<file path="src/rtl/multicycle_controller.sv">
// multicycle_controller
//
// Moore-style sequencer for the single-bus CPU datapath. Each instruction
// (add, sub, ori, lw, sw, beq) is stepped through FETCH, DECODE, EXEC,
// MEM and WB. The controller waits on the memory ready handshake in FETCH
// and MEM.
//
// Optional feature: define MC_ILLEGAL_TRAP_EN to trap unsupported
// instructions in HALT with a sticky illegal flag. Without the macro an
// unsupported instruction executes as a NOP and illegal is tied to 0.
//
// Ports:
//   clk        rising-edge clock
//   rst_n      synchronous active-low reset
//   opcode     IR[31:26], valid from DECODE onward
//   funct      IR[5:0]
//   zero       ALU zero flag, sampled in EXEC
//   mem_ready  memory completes the current access this cycle
//   MemRd      memory read request
//   MemWr      memory write request
//   IorD       0: address = PC, 1: address = ALU result register
//   IRWr       load IR from memory data
//   PCWr       load PC
//   nPC_sel    0: PC+4, 1: branch target
//   RegWr      register file write enable
//   RegDst     1: destination is rd
//   ExtOp      1: sign-extend the immediate
//   ALUSrc     1: ALU B operand is the immediate
//   MemtoReg   1: write-back data comes from memory
//   ALUctr     010 add, 110 sub, 001 or
//   state      current state, for debug
//   illegal    sticky unsupported-instruction flag
module multicycle_controller (
    input  logic       clk,
    input  logic       rst_n,
    input  logic [5:0] opcode,
    input  logic [5:0] funct,
    input  logic       zero,
    input  logic       mem_ready,
    output logic       MemRd,
    output logic       MemWr,
    output logic       IorD,
    output logic       IRWr,
    output logic       PCWr,
    output logic       nPC_sel,
    output logic       RegWr,
    output logic       RegDst,
    output logic       ExtOp,
    output logic       ALUSrc,
    output logic       MemtoReg,
    output logic [2:0] ALUctr,
    output logic [2:0] state,
    output logic       illegal
);

    typedef enum logic [2:0] {
        S_FETCH  = 3'd0,
        S_DECODE = 3'd1,
        S_EXEC   = 3'd2,
        S_MEM    = 3'd3,
        S_WB     = 3'd4,
        S_HALT   = 3'd5
    } state_t;

    // Bit positions inside the one-hot instruction class register.
    localparam int C_ADD = 0;
    localparam int C_SUB = 1;
    localparam int C_ORI = 2;
    localparam int C_LW  = 3;
    localparam int C_SW  = 4;
    localparam int C_BEQ = 5;
    localparam int C_BAD = 6;

    state_t     state_r;
    state_t     state_nxt_s;
    logic [6:0] cls_r;
    logic [6:0] cls_nxt_s;
    logic       illegal_r;
    logic       illegal_nxt_s;
    logic [2:0] alu_exec_s;
    logic       alusrc_exec_s;
    logic       extop_exec_s;

    // Map opcode/funct to a one-hot class; anything unrecognised is bad.
    function automatic logic [6:0] decode_class(input logic [5:0] op, input logic [5:0] fn);
        logic [6:0] c;
        c = 7'b000_0000;
        case (op)
            6'h00: begin
                case (fn)
                    6'h20:   c[C_ADD] = 1'b1;
                    6'h22:   c[C_SUB] = 1'b1;
                    default: c[C_BAD] = 1'b1;
                endcase
            end
            6'h0D:   c[C_ORI] = 1'b1;
            6'h23:   c[C_LW]  = 1'b1;
            6'h2B:   c[C_SW]  = 1'b1;
            6'h04:   c[C_BEQ] = 1'b1;
            default: c[C_BAD] = 1'b1;
        endcase
        return c;
    endfunction

    // ALU controls shared by EXEC and WB so the ALU result stays stable into write-back.
    assign alu_exec_s    = (cls_r[C_SUB] | cls_r[C_BEQ]) ? 3'b110 :
                           (cls_r[C_ORI]                 ? 3'b001 : 3'b010);
    assign alusrc_exec_s = cls_r[C_ORI] | cls_r[C_LW] | cls_r[C_SW];
    assign extop_exec_s  = cls_r[C_LW] | cls_r[C_SW];

    // State, class and illegal flag registers with synchronous active-low reset.
    always_ff @(posedge clk) begin
        if (!rst_n) begin
            state_r   <= S_FETCH;
            cls_r     <= 7'b000_0000;
            illegal_r <= 1'b0;
        end else begin
            state_r   <= state_nxt_s;
            cls_r     <= cls_nxt_s;
            illegal_r <= illegal_nxt_s;
        end
    end

    // Next-state, class latch and per-state datapath controls.
    always_comb begin
        state_nxt_s = state_r;
        cls_nxt_s   = cls_r;
        MemRd       = 1'b0;
        MemWr       = 1'b0;
        IorD        = 1'b0;
        IRWr        = 1'b0;
        PCWr        = 1'b0;
        nPC_sel     = 1'b0;
        RegWr       = 1'b0;
        RegDst      = 1'b0;
        ExtOp       = 1'b0;
        ALUSrc      = 1'b0;
        MemtoReg    = 1'b0;
        ALUctr      = 3'b010;
        case (state_r)
            S_FETCH: begin
                MemRd = 1'b1;
                if (mem_ready) begin
                    IRWr        = 1'b1;
                    PCWr        = 1'b1;
                    state_nxt_s = S_DECODE;
                end else begin
                    state_nxt_s = S_FETCH;
                end
            end
            S_DECODE: begin
                cls_nxt_s   = decode_class(opcode, funct);
                state_nxt_s = S_EXEC;
            end
            S_EXEC: begin
                ALUctr = alu_exec_s;
                ALUSrc = alusrc_exec_s;
                ExtOp  = extop_exec_s;
                if (cls_r[C_ADD] | cls_r[C_SUB] | cls_r[C_ORI]) begin
                    state_nxt_s = S_WB;
                end else if (cls_r[C_LW] | cls_r[C_SW]) begin
                    state_nxt_s = S_MEM;
                end else if (cls_r[C_BEQ]) begin
                    nPC_sel     = 1'b1;
                    PCWr        = zero;
                    state_nxt_s = S_FETCH;
                end else begin
`ifdef MC_ILLEGAL_TRAP_EN
                    state_nxt_s = S_HALT;
`else
                    state_nxt_s = S_FETCH;
`endif
                end
            end
            S_MEM: begin
                IorD   = 1'b1;
                MemRd  = cls_r[C_LW];
                MemWr  = cls_r[C_SW];
                ALUctr = 3'b010;
                ALUSrc = 1'b1;
                ExtOp  = 1'b1;
                if (!mem_ready) begin
                    state_nxt_s = S_MEM;
                end else if (cls_r[C_LW]) begin
                    state_nxt_s = S_WB;
                end else begin
                    state_nxt_s = S_FETCH;
                end
            end
            S_WB: begin
                RegWr       = 1'b1;
                RegDst      = cls_r[C_ADD] | cls_r[C_SUB];
                MemtoReg    = cls_r[C_LW];
                ALUctr      = alu_exec_s;
                ALUSrc      = alusrc_exec_s;
                ExtOp       = extop_exec_s;
                state_nxt_s = S_FETCH;
            end
            S_HALT: begin
`ifdef MC_ILLEGAL_TRAP_EN
                state_nxt_s = S_HALT;
`else
                state_nxt_s = S_FETCH;
`endif
            end
            default: begin
                state_nxt_s = S_FETCH;
            end
        endcase
    end

`ifdef MC_ILLEGAL_TRAP_EN
    // Sticky: rises together with the entry into HALT, cleared only by reset.
    assign illegal_nxt_s = illegal_r | (state_nxt_s == S_HALT);
`else
    assign illegal_nxt_s = 1'b0;
`endif

    assign state   = state_r;
    assign illegal = illegal_r;

endmodule
</file>
<file path="config.mk">
export PLATFORM = sky130hd
export DESIGN_NAME = multicycle_controller
export DESIGN_NICKNAME = d
export VERILOG_FILES = /design/src/rtl/multicycle_controller.sv
export SDC_FILE = /design/constraint.sdc
export NUM_CORES = 1
export LEC_CHECK = 0
export BUFFER_PORTS_ARGS = -buffer_cell sky130_fd_sc_hd__clkbuf_2
export CORE_MARGIN = 2
export CORE_UTILIZATION = 38
export DETAILED_ROUTE_END_ITERATION = 12
export PLACE_DENSITY = 0.7
export SKIP_LAST_GASP = 1
export SYNTH_ARGS = -nofsm -noshare
export SYNTH_HDL_FRONTEND = slang
export SYNTH_SLANG_ARGS = --single-unit
</file>
<file path="constraint.sdc">
create_clock -name clk -period 1.1 [get_ports clk]
set_input_delay 0.165 -clock clk [delete_from_list [all_inputs] [get_ports clk]]
set_output_delay 0.165 -clock clk [all_outputs]
set_load 0.02 [all_outputs]
</file>
==> results of run 1 <==
Yosys cell counts:
master	number	area [um^2]
nor2b_1	1	6.26
conb_1	1	3.75
o21a_1	1	7.51
a31oi_1	1	6.26
nand4_1	3	18.8
a31o_1	1	8.76
nand4b_1	1	8.76
nor4bb_1	2	20.0
nor3b_2	2	25.0
dfxtp_1	9	180
or3b_1	1	8.76
a21oi_1	3	15.0
nor4b_1	1	8.76
o21ai_1	3	15.0
a21boi_1	4	30.0
and2_1	1	6.26
and3_1	4	25.0
inv_1	3	11.3
buf_4	3	22.5
nor3_1	4	20.0
nand2b_1	1	6.26
buf_2	1	5.00
nand2_1	7	26.3
nand3_1	6	30.0
clkbuf_1	1	3.75
o21ai_0	2	10.0
and4_1	1	8.76
xnor2_1	1	8.76
nor2_1	6	22.5
nor4b_2	2	30.0
nor4_1	1	6.26
nand3b_1	3	22.5
registers in the layout (all words and copies together) (netlist names):
register / flops
cls_r: 6
state: 3
power by group through the flow:
stage / Combinational [uW] / Clock, uW / Sequential (uW)
2_1_floorplan: 105 / 0 / 346
3_3_place_gp: 194 / 0 / 344
3_5_place_dp: 201 / 0 / 344
4_1_cts: 230 / 269 / 337
5_1_grt: 258 / 288 / 338
6_report: 242 / 268 / 337
worst max-delay path, delay by kind of cell (launching register included):
kind | cells | cell delay (ns)
and+or+nand+nor | 2 | 0.45
DFF | 1 | 0.39
AOI/OAI and AO/OA | 1 | 0.15
buffers and inverters | 1 | 0.11
how the worst max path moves through the flow:
stage	from	to	slack [ns]
after floorplan	state[1]	PCWr	-0.21
after global placement	cls_r[0]	PCWr	-0.19
after detailed placement	cls_r[0]	PCWr	-0.25
after CTS	state[1]	PCWr	-0.44
after global routing	state[2]	ALUctr[0]	-0.48
final	state[1]	PCWr	-0.45
what timing repair did:
action	4_1_cts	5_1_grt
pin swaps	14	3
buffers inserted	4	1
endpoints found under the setup margin	21	24
gates resized for setup	21	7
per-stage QoR:
step | TNS, ns | hold WS [ns] | util [%] | power [uW]
finish | -6.96 | 0.0833 | 77.3 | 848
global route | -8.42 | 0.0896 | 77.3 | 884
CTS | -6.79 | 0.0715 | 75.9 | 836
detailed placement | -2.11 | 0.372 | 66.6 | 545
global placement | -1.59 | 0.367 | 66.6 | 539
floorplan | -1.00 | 0.262 | - | 450
final cells by class:
cell class	count	area share [%]
inverters	3	0.956
repair buffers	59	35.9
clock buffers	4	2.23
multi-input cells	64	42.8
flip-flops and latches	9	16.4
well taps	16	1.70
layer usage:
metal  track usage [%]  part of all wire, %  up-vias
met5                 0                    0        -
met4              13.3                  3.2        0
met3              8.98                  5.0        8
met2              47.2                   53       31
met1              27.9                   39      407
li1                  -                    -      411
cells by family (layout without fill, tap and decap cells):
kind of cell	after synthesis	count (layout)	synth area share, %
and+or+nand+nor	47	47	47.8
buffers and inverters	8	66	6.77
other	1	1	0.597
DFF	9	9	28.7
AOI/OAI and AO/OA	15	15	14.7
xor gates and xnor gates	1	1	1.39
==> results.tsv, run 1 <==
stage	metric	value	unit
outcome	outcome	finished with violations	
outcome	failing checks	negative setup slack	
finish	area of the multi-input gates	504	um^2
setup_path	worst-case reg-to-reg path depth	6	
drt	antenna-violating nets left	0	
timing	Final Max Slew Viols	0	
synth	yosys warns	0	
drt	1st-iter DRT viols	23	
clock_tree	CTS Hold Bufs	0	
timing	Final WS setup	-0.446	ns
setup_path	CP max-delay cell	dfxtp_4	
setup_path	Crit Path Max Fanout	8	
placement	DP Area	1010	um^2
finish	most frequent cells in the layout	27 x buf_4, 23 x clkbuf_2, 7 x nand2_1	
power	power density over cell area	720	nW/um^2
floorplan	Core ar.	1520	um^2
timing	fin crit share	141	%
synth	Cells after Synth	81	
placement	pre-CTS setup slack	-0.253	ns
synth	share of the yosys chip area belonging to registers	28.7	%
synth	number of distinct library cells after synthesis	32	
setup_path	worst path cell trace	nor3b_4, and4_4, a31o_4, buf_8	
finish	most common cell after layout, fill and taps aside	buf_4	
placement	Cells after DPL	146	
timing	Final Hold Fails	0	
power	clock share of power	31.7	%
clock_tree	CTS root buf	clkbuf_4	
grt	initial antenna violation count	0	
timing	Max Freq	647	MHz
finish	layout cells sized above 1	61.9	%
placement	IO Port Bufs	32	
power	P_sw	253	uW
synth	Mapped Nets	97	
floorplan	Rows	14	
drt	Pre-antenna DRT Iters	4	
synth	mapped cell area	628	um^2
setup_path	reg2reg setup slack	-0.38	ns
power	Combinational Power Share	28.6	%
drt	total number of vias	857	
grt	GRT Total Usage	26.8	%
clock_tree	clock sinks	9	
synth	syn avg cell area	7.75	um^2
synth	#FFs+latches synth	9	
drt	via/cell ratio	5.53	
setup_path	CP Data Required Time	0.94	ns
drt	DR WL/cell	14.8	um
floorplan	Die Y-Extent	44.7	um
setup_path	crit path DAT	1.38	ns
placement	Post-DP HPWL	1.67	mm
floorplan	initial core utilization	41.2	%
finish	Area Overhead vs Synth	87.5	%
finish	Fillers	104	
finish	non-filler cells, final	155	
clock_tree	CTS tree	built	
floorplan	die area	1990	um^2
clock_tree	TritonCTS buffer count	3	
timing	Final setup viols	21	
grt	vias in the first global route	855	
power	leakage power	0.000550	uW
timing	Final min period	1.55	ns
setup_path	Slowest Stage Delay on Critical Path	0.39	ns
hold_path	WHS Path Cells	2	
floorplan	die width	44.7	um
clock_tree	Skew-Pair Late Insertion Delay	0.28	ns
finish	number of diodes	0	
power	Net Sw Frac	29.8	%
timing	Worst Skew	0.00203	ns
finish	FF/Latch Area	193	um^2
hold_path	Worst Min Path Start	funct[1]	
floorplan	io pins	34	
power	maximum vdd drop	0.000725	V
setup_path	Startpoint Class	register	
grt	total global routing overflow	0	
clock_tree	# H-tree levels	1	
hold_path	Min-Delay Path Class	input pin to register	
drt	DRC	0	
finish	nets@finish	156	
grt	first-pass GRT wire length	3.76	mm
hold_path	Hold Path Sink	cls_r[0]	
job	max cap viols	0	
setup_path	Worst R2R Start	state[2]	
drt	Post-Route WL	2.30	mm
power	internal power	595	uW
clock_tree	Max Root-Sink Buffers	2	
setup_path	reg2reg end	cls_r[1]	
setup_path	WS Path Type	register to output port	
setup_path	element type at the critical path end	output port	
power	Seq pwr share	39.8	%
clock_tree	Reg clk slew, reported paths	0.06	ns
timing	unrepaired setup endpoints after global routing	true	
placement	gp weighted congestion	0.779	
grt	largest net degree at the start of global routing	9	
finish	Final Cell Area	1180	um^2
Note: power is estimated with default switching activity, not from simulation.
==> run 2, diff against run 1 <==
REMOVE_ABC_BUFFERS = 1   (was not set)
==> run 2 against run 1 <==
Effect of this change: the run still ends with negative setup slack left; clock power about the same; non-clock buffer count down 1; maximum frequency down 0.45%; power up 1.6%; die area unchanged; hold slack about the same; critical path depth unchanged; worst setup slack worse by 0.0070 ns; sequential power about the same; largest power group unchanged; largest cell class unchanged; clock skew up 0.0026 ns; critical path type unchanged; flip-flop and latch count unchanged.
==> results.tsv, run 2 (synthesis gave the netlist of run 1 again) <==
stage	metric	value	unit
grt	total global routing overflow	0	
setup_path	Crit Path Max Fanout	5	
clock_tree	clock sinks	9	
floorplan	die area	1990	um^2
clock_tree	Max Root-Sink Buffers	2	
outcome	outcome	finished with violations	
clock_tree	Skew-Pair Late Insertion Delay	0.27	ns
floorplan	Rows	14	
job	max cap viols	0	
floorplan	die width	44.7	um
hold_path	Worst Min Path Start	funct[1]	
placement	IO Port Bufs	32	
floorplan	initial core utilization	41.2	%
drt	antenna-violating nets left	0	
grt	GRT Total Usage	23.3	%
finish	most frequent cells in the layout	21 x buf_4, 20 x clkbuf_2, 12 x buf_6	
setup_path	crit path DAT	1.39	ns
power	Seq pwr share	39.0	%
finish	area of the multi-input gates	477	um^2
finish	fin util	78.0	%
power	internal power	609	uW
power	clock share of power	31.0	%
placement	Post-DP HPWL	1.39	mm
drt	total number of vias	850	
setup_path	worst-case reg-to-reg path depth	5	
timing	hold slack	0.0832	ns
placement	gp weighted congestion	0.838	
finish	nets@finish	155	
power	Combinational Power Share	30.0	%
finish	Largest register FFs	6	
timing	Final Max Slew Viols	0	
clock_tree	CTS root buf	clkbuf_4	
hold_path	Min-Delay Path Class	input pin to register	
clock_tree	CTS tree	built	
drt	Post-Route WL	2.22	mm
clock_tree	# H-tree levels	1	
finish	layout cells sized above 1	58.7	%
drt	via/cell ratio	5.52	
grt	largest net degree at the start of global routing	9	
timing	unrepaired setup endpoints after global routing	true	
placement	pre-CTS setup slack	-0.228	ns
clock_tree	Reg clk slew, reported paths	0.06	ns
finish	number of diodes	0	
power	P_sw	253	uW
drt	DRC	0	
setup_path	reg2reg end	cls_r[4]	
hold_path	Hold Path Sink	cls_r[0]	
floorplan	Core ar.	1520	um^2
power	leakage power	0.000554	uW
finish	most common cell after layout, fill and taps aside	buf_4	
setup_path	reg2reg setup slack	-0.16	ns
timing	fin crit share	141	%
setup_path	Worst R2R Start	state[0]	
timing	Final setup viols	25	
finish	register name with the most flops	cls_r	
floorplan	io pins	34	
grt	initial antenna violation count	0	
floorplan	Die Y-Extent	44.7	um
power	maximum vdd drop	0.000611	V
finish	Area Overhead vs Synth	89.2	%
power	Net Sw Frac	29.4	%
timing	Max Freq	644	MHz
drt	1st-iter DRT viols	24	
clock_tree	TritonCTS buffer count	3	
setup_path	element type at the critical path end	output port	
finish	Fillers	111	
timing	Final Hold Fails	0	
grt	vias in the first global route	729	
drt	DR WL/cell	14.4	um
timing	Final min period	1.55	ns
setup_path	WS Path Type	register to output port	
drt	Pre-antenna DRT Iters	4	
power	total power	861	uW
hold_path	WHS Path Cells	2	
timing	Worst Skew	0.00458	ns
timing	Final WS setup	-0.453	ns
setup_path	Startpoint Class	register	
finish	FF/Latch Area	191	um^2
setup_path	CP Data Required Time	0.94	ns
outcome	failing checks	negative setup slack	
power	power density over cell area	725	nW/um^2
grt	first-pass GRT wire length	3.26	mm
[run 2: what timing repair did]
action | in CTS | in global routing
buffers inserted | 7 | 3
gates resized for setup | 33 | 24
pin swaps | 10 | 8
setup endpoints to repair | 23 | 24
hold buffers | 0 | 0
[run 2: worst max-delay path, cell delays in order (launching register included)]
cell and delay, ns:
dfxtp_4 0.37, nor3b_2 0.20, and4_1 0.25, a31o_1 0.16
clkbuf_8 0.14
[run 2: how the worst max path moves through the flow]
stage,cells past startpoint,slack (ns),from,endpoint
after floorplan,3,-0.56,state[1],PCWr
after global placement,4,-0.20,state[0],RegDst
after detailed placement,4,-0.23,state[0],ExtOp
after CTS,4,-0.41,state[1],PCWr
after global routing,4,-0.52,state[1],ExtOp
final,4,-0.45,state[0],PCWr
[run 2: power by group through the flow]
stage	logic, uW	registers, uW	clock network [uW]
2_1_floorplan	69.7	356	0
3_3_place_gp	166	345	0
3_5_place_dp	169	346	0
4_1_cts	226	334	275
5_1_grt	276	336	291
6_report	259	336	267
[run 2: layout make-up]
cell class / count / area share [%]
clock buffers: 4 / 2.21
multi-input cells: 64 / 40.1
inverters: 3 / 0.947
repair buffers: 58 / 38.9
well taps: 16 / 1.68
flip-flops and latches: 9 / 16.1
[run 2: through the flow]
step	cell area, um^2	setup TNS [ns]	instances
floorplan	597	-5.98	76
CTS	1110	-5.75	151
global placement	905	-2.11	141
detailed placement	905	-2.48	141
finish	1190	-6.08	154
global route	1190	-7.28	154
[run 2: metal layers]
metal	global-route usage [%]	wire [um]	vias up	share of wire, %
li1	-	-	415	-
met1	24.1	850	388	38
met2	41.2	1160	37	52
met3	5.71	139	10	6.3
met4	15.2	76	0	3.4
met5	0	0	-	0
==> run 3, diff against run 2 <==
CORE_UTILIZATION = 41   (was 38)
CTS_BUF_LIST = sky130_fd_sc_hd__clkbuf_2   (was not set)
PLACE_DENSITY = 0.75   (was 0.7)
==> run 3 against run 2 <==
Effect of this change: the run still ends with negative setup slack left; via count increased by 16%; cell count up 0.65%; critical path type unchanged; clock skew grew 0.015 ns; sequential power is essentially flat; wire length grew 46%; hold slack better by 0.012 ns; final area is 6.0% higher; utilization grew 7.6 points.
==> results.tsv, run 3 (synthesis gave the netlist of run 1 again) <==
stage	metric	value	unit
outcome	outcome	finished with violations	
outcome	failing checks	negative setup slack	
grt	largest net degree at the start of global routing	8	
finish	FF/Latch Area	191	um^2
finish	nets@finish	156	
clock_tree	Max Root-Sink Buffers	2	
floorplan	Rows	14	
timing	setup tns final	-8.58	ns
floorplan	Die Y-Extent	43.1	um
finish	most frequent cells in the layout	27 x buf_4, 19 x clkbuf_2, 8 x buf_6	
setup_path	reg2reg setup slack	-0.35	ns
power	leakage power	0.000561	uW
finish	area of the multi-input gates	536	um^2
grt	initial antenna violation count	0	
power	power density over cell area	679	nW/um^2
timing	Worst Skew	0.0193	ns
clock_tree	CTS Hold Bufs	0	
clock_tree	clock sinks	9	
clock_tree	Skew-Pair Late Insertion Delay	0.28	ns
timing	unrepaired setup endpoints after global routing	true	
finish	most common cell after layout, fill and taps aside	buf_4	
placement	IO Port Bufs	32	
timing	fin crit share	156	%
drt	DR WL/cell	20.9	um
drt	antenna-violating nets left	0	
clock_tree	# H-tree levels	1	
drt	DRC	0	
placement	pre-CTS setup slack	-0.258	ns
job	max cap viols	0	
setup_path	Crit Path Max Fanout	2	
setup_path	CP Data Required Time	0.94	ns
drt	Post-Route WL	3.24	mm
clock_tree	TritonCTS buffer count	3	
finish	Largest register FFs	6	
finish	Area Overhead vs Synth	101	%
grt	first-pass GRT wire length	3.84	mm
finish	layout cells sized above 1	65.5	%
drt	via/cell ratio	6.35	
timing	Final Max Slew Viols	0	
grt	GRT Total Usage	28.3	%
clock_tree	CTS tree	built	
finish	Fillers	67	
floorplan	Core ar.	1470	um^2
timing	Final min period	1.72	ns
placement	Post-DP HPWL	1.42	mm
drt	total number of vias	985	
floorplan	initial core utilization	42.7	%
power	maximum vdd drop	0.000595	V
drt	Pre-antenna DRT Iters	4	
timing	Final Hold Fails	0	
finish	number of diodes	0	
grt	total global routing overflow	0	
drt	1st-iter DRT viols	37	
placement	Cells after DPL	139	
floorplan	io pins	34	
timing	Final setup viols	25	
floorplan	die area	1860	um^2
floorplan	die width	43.1	um
setup_path	crit path DAT	1.56	ns
setup_path	WS Path Type	register to output port	
timing	Final WS setup	-0.620	ns
clock_tree	CTS root buf	clkbuf_2	
hold_path	Min-Delay Path Class	input pin to register	
finish	non-filler cells, final	155	
finish	register name with the most flops	cls_r	
timing	Max Freq	581	MHz
setup_path	Startpoint Class	register	
grt	vias in the first global route	884	
setup_path	element type at the critical path end	output port	
clock_tree	Reg clk slew, reported paths	0.09	ns
placement	gp weighted congestion	0.796	
run 3: changes by cell type in the layout (fill, tap and decap cells not counted), sizes merged:
cell | before | now
buf | 34 | 40
clkbuf | 28 | 23
run 3: worst paths after layout:
path	from	endpoint	cells past startpoint
max	cls_r[0]	PCWr	4
min	funct[1]	cls_r[0]	2
max reg2reg	state[0]	cls_r[3]	6
min reg2reg	cls_r[5]	cls_r[5]	2
run 3: through the flow:
| stage | utilization (%) | power (uW) | hold WS [ns] | instance area [um^2] |
|---|---|---|---|---|
| finish | 85.6 | 856 | 0.0953 | 1260 |
| CTS | 75.9 | 775 | 0.106 | 1120 |
| global placement | 60.5 | 508 | 0.362 | 890 |
| floorplan | - | 426 | 0.262 | 597 |
| global route | 85.6 | 874 | 0.112 | 1260 |
| detailed placement | 60.5 | 512 | 0.369 | 890 |
run 3: power by group:
group          internal [uW]  total [uW]  switching [uW]
clock network           96.3         236             139
logic                    145         286             141
registers                326         335            8.57
run 3: critical path: stages, from the launching register on:
cell and delay [ns]:
dfxtp_1 0.34, nor3_2 0.29, and4_4 0.30, a31o_1 0.19
clkbuf_8 0.16
run 3: what timing repair did:
action                                  CTS  global route
pin swaps                                14            14
buffers inserted                          6             7
resized for setup                        41            37
endpoints found under the setup margin   23            25
run 3: layer usage:
metal / track usage (%) / wire, um
met3: 4.68 / 279
met5: 0 / 0
met4: 15.8 / 233
met1: 27.1 / 1130
met2: 54.9 / 1590
run 3: cell type report:
class                   instances  share of cell area [%]
clock buffers                   4                    1.59
inverters                       3                   0.894
multi-input cells              64                    42.5
flip-flops and latches          9                    15.2
well taps                      16                    1.59
repair buffers                 59                    38.2
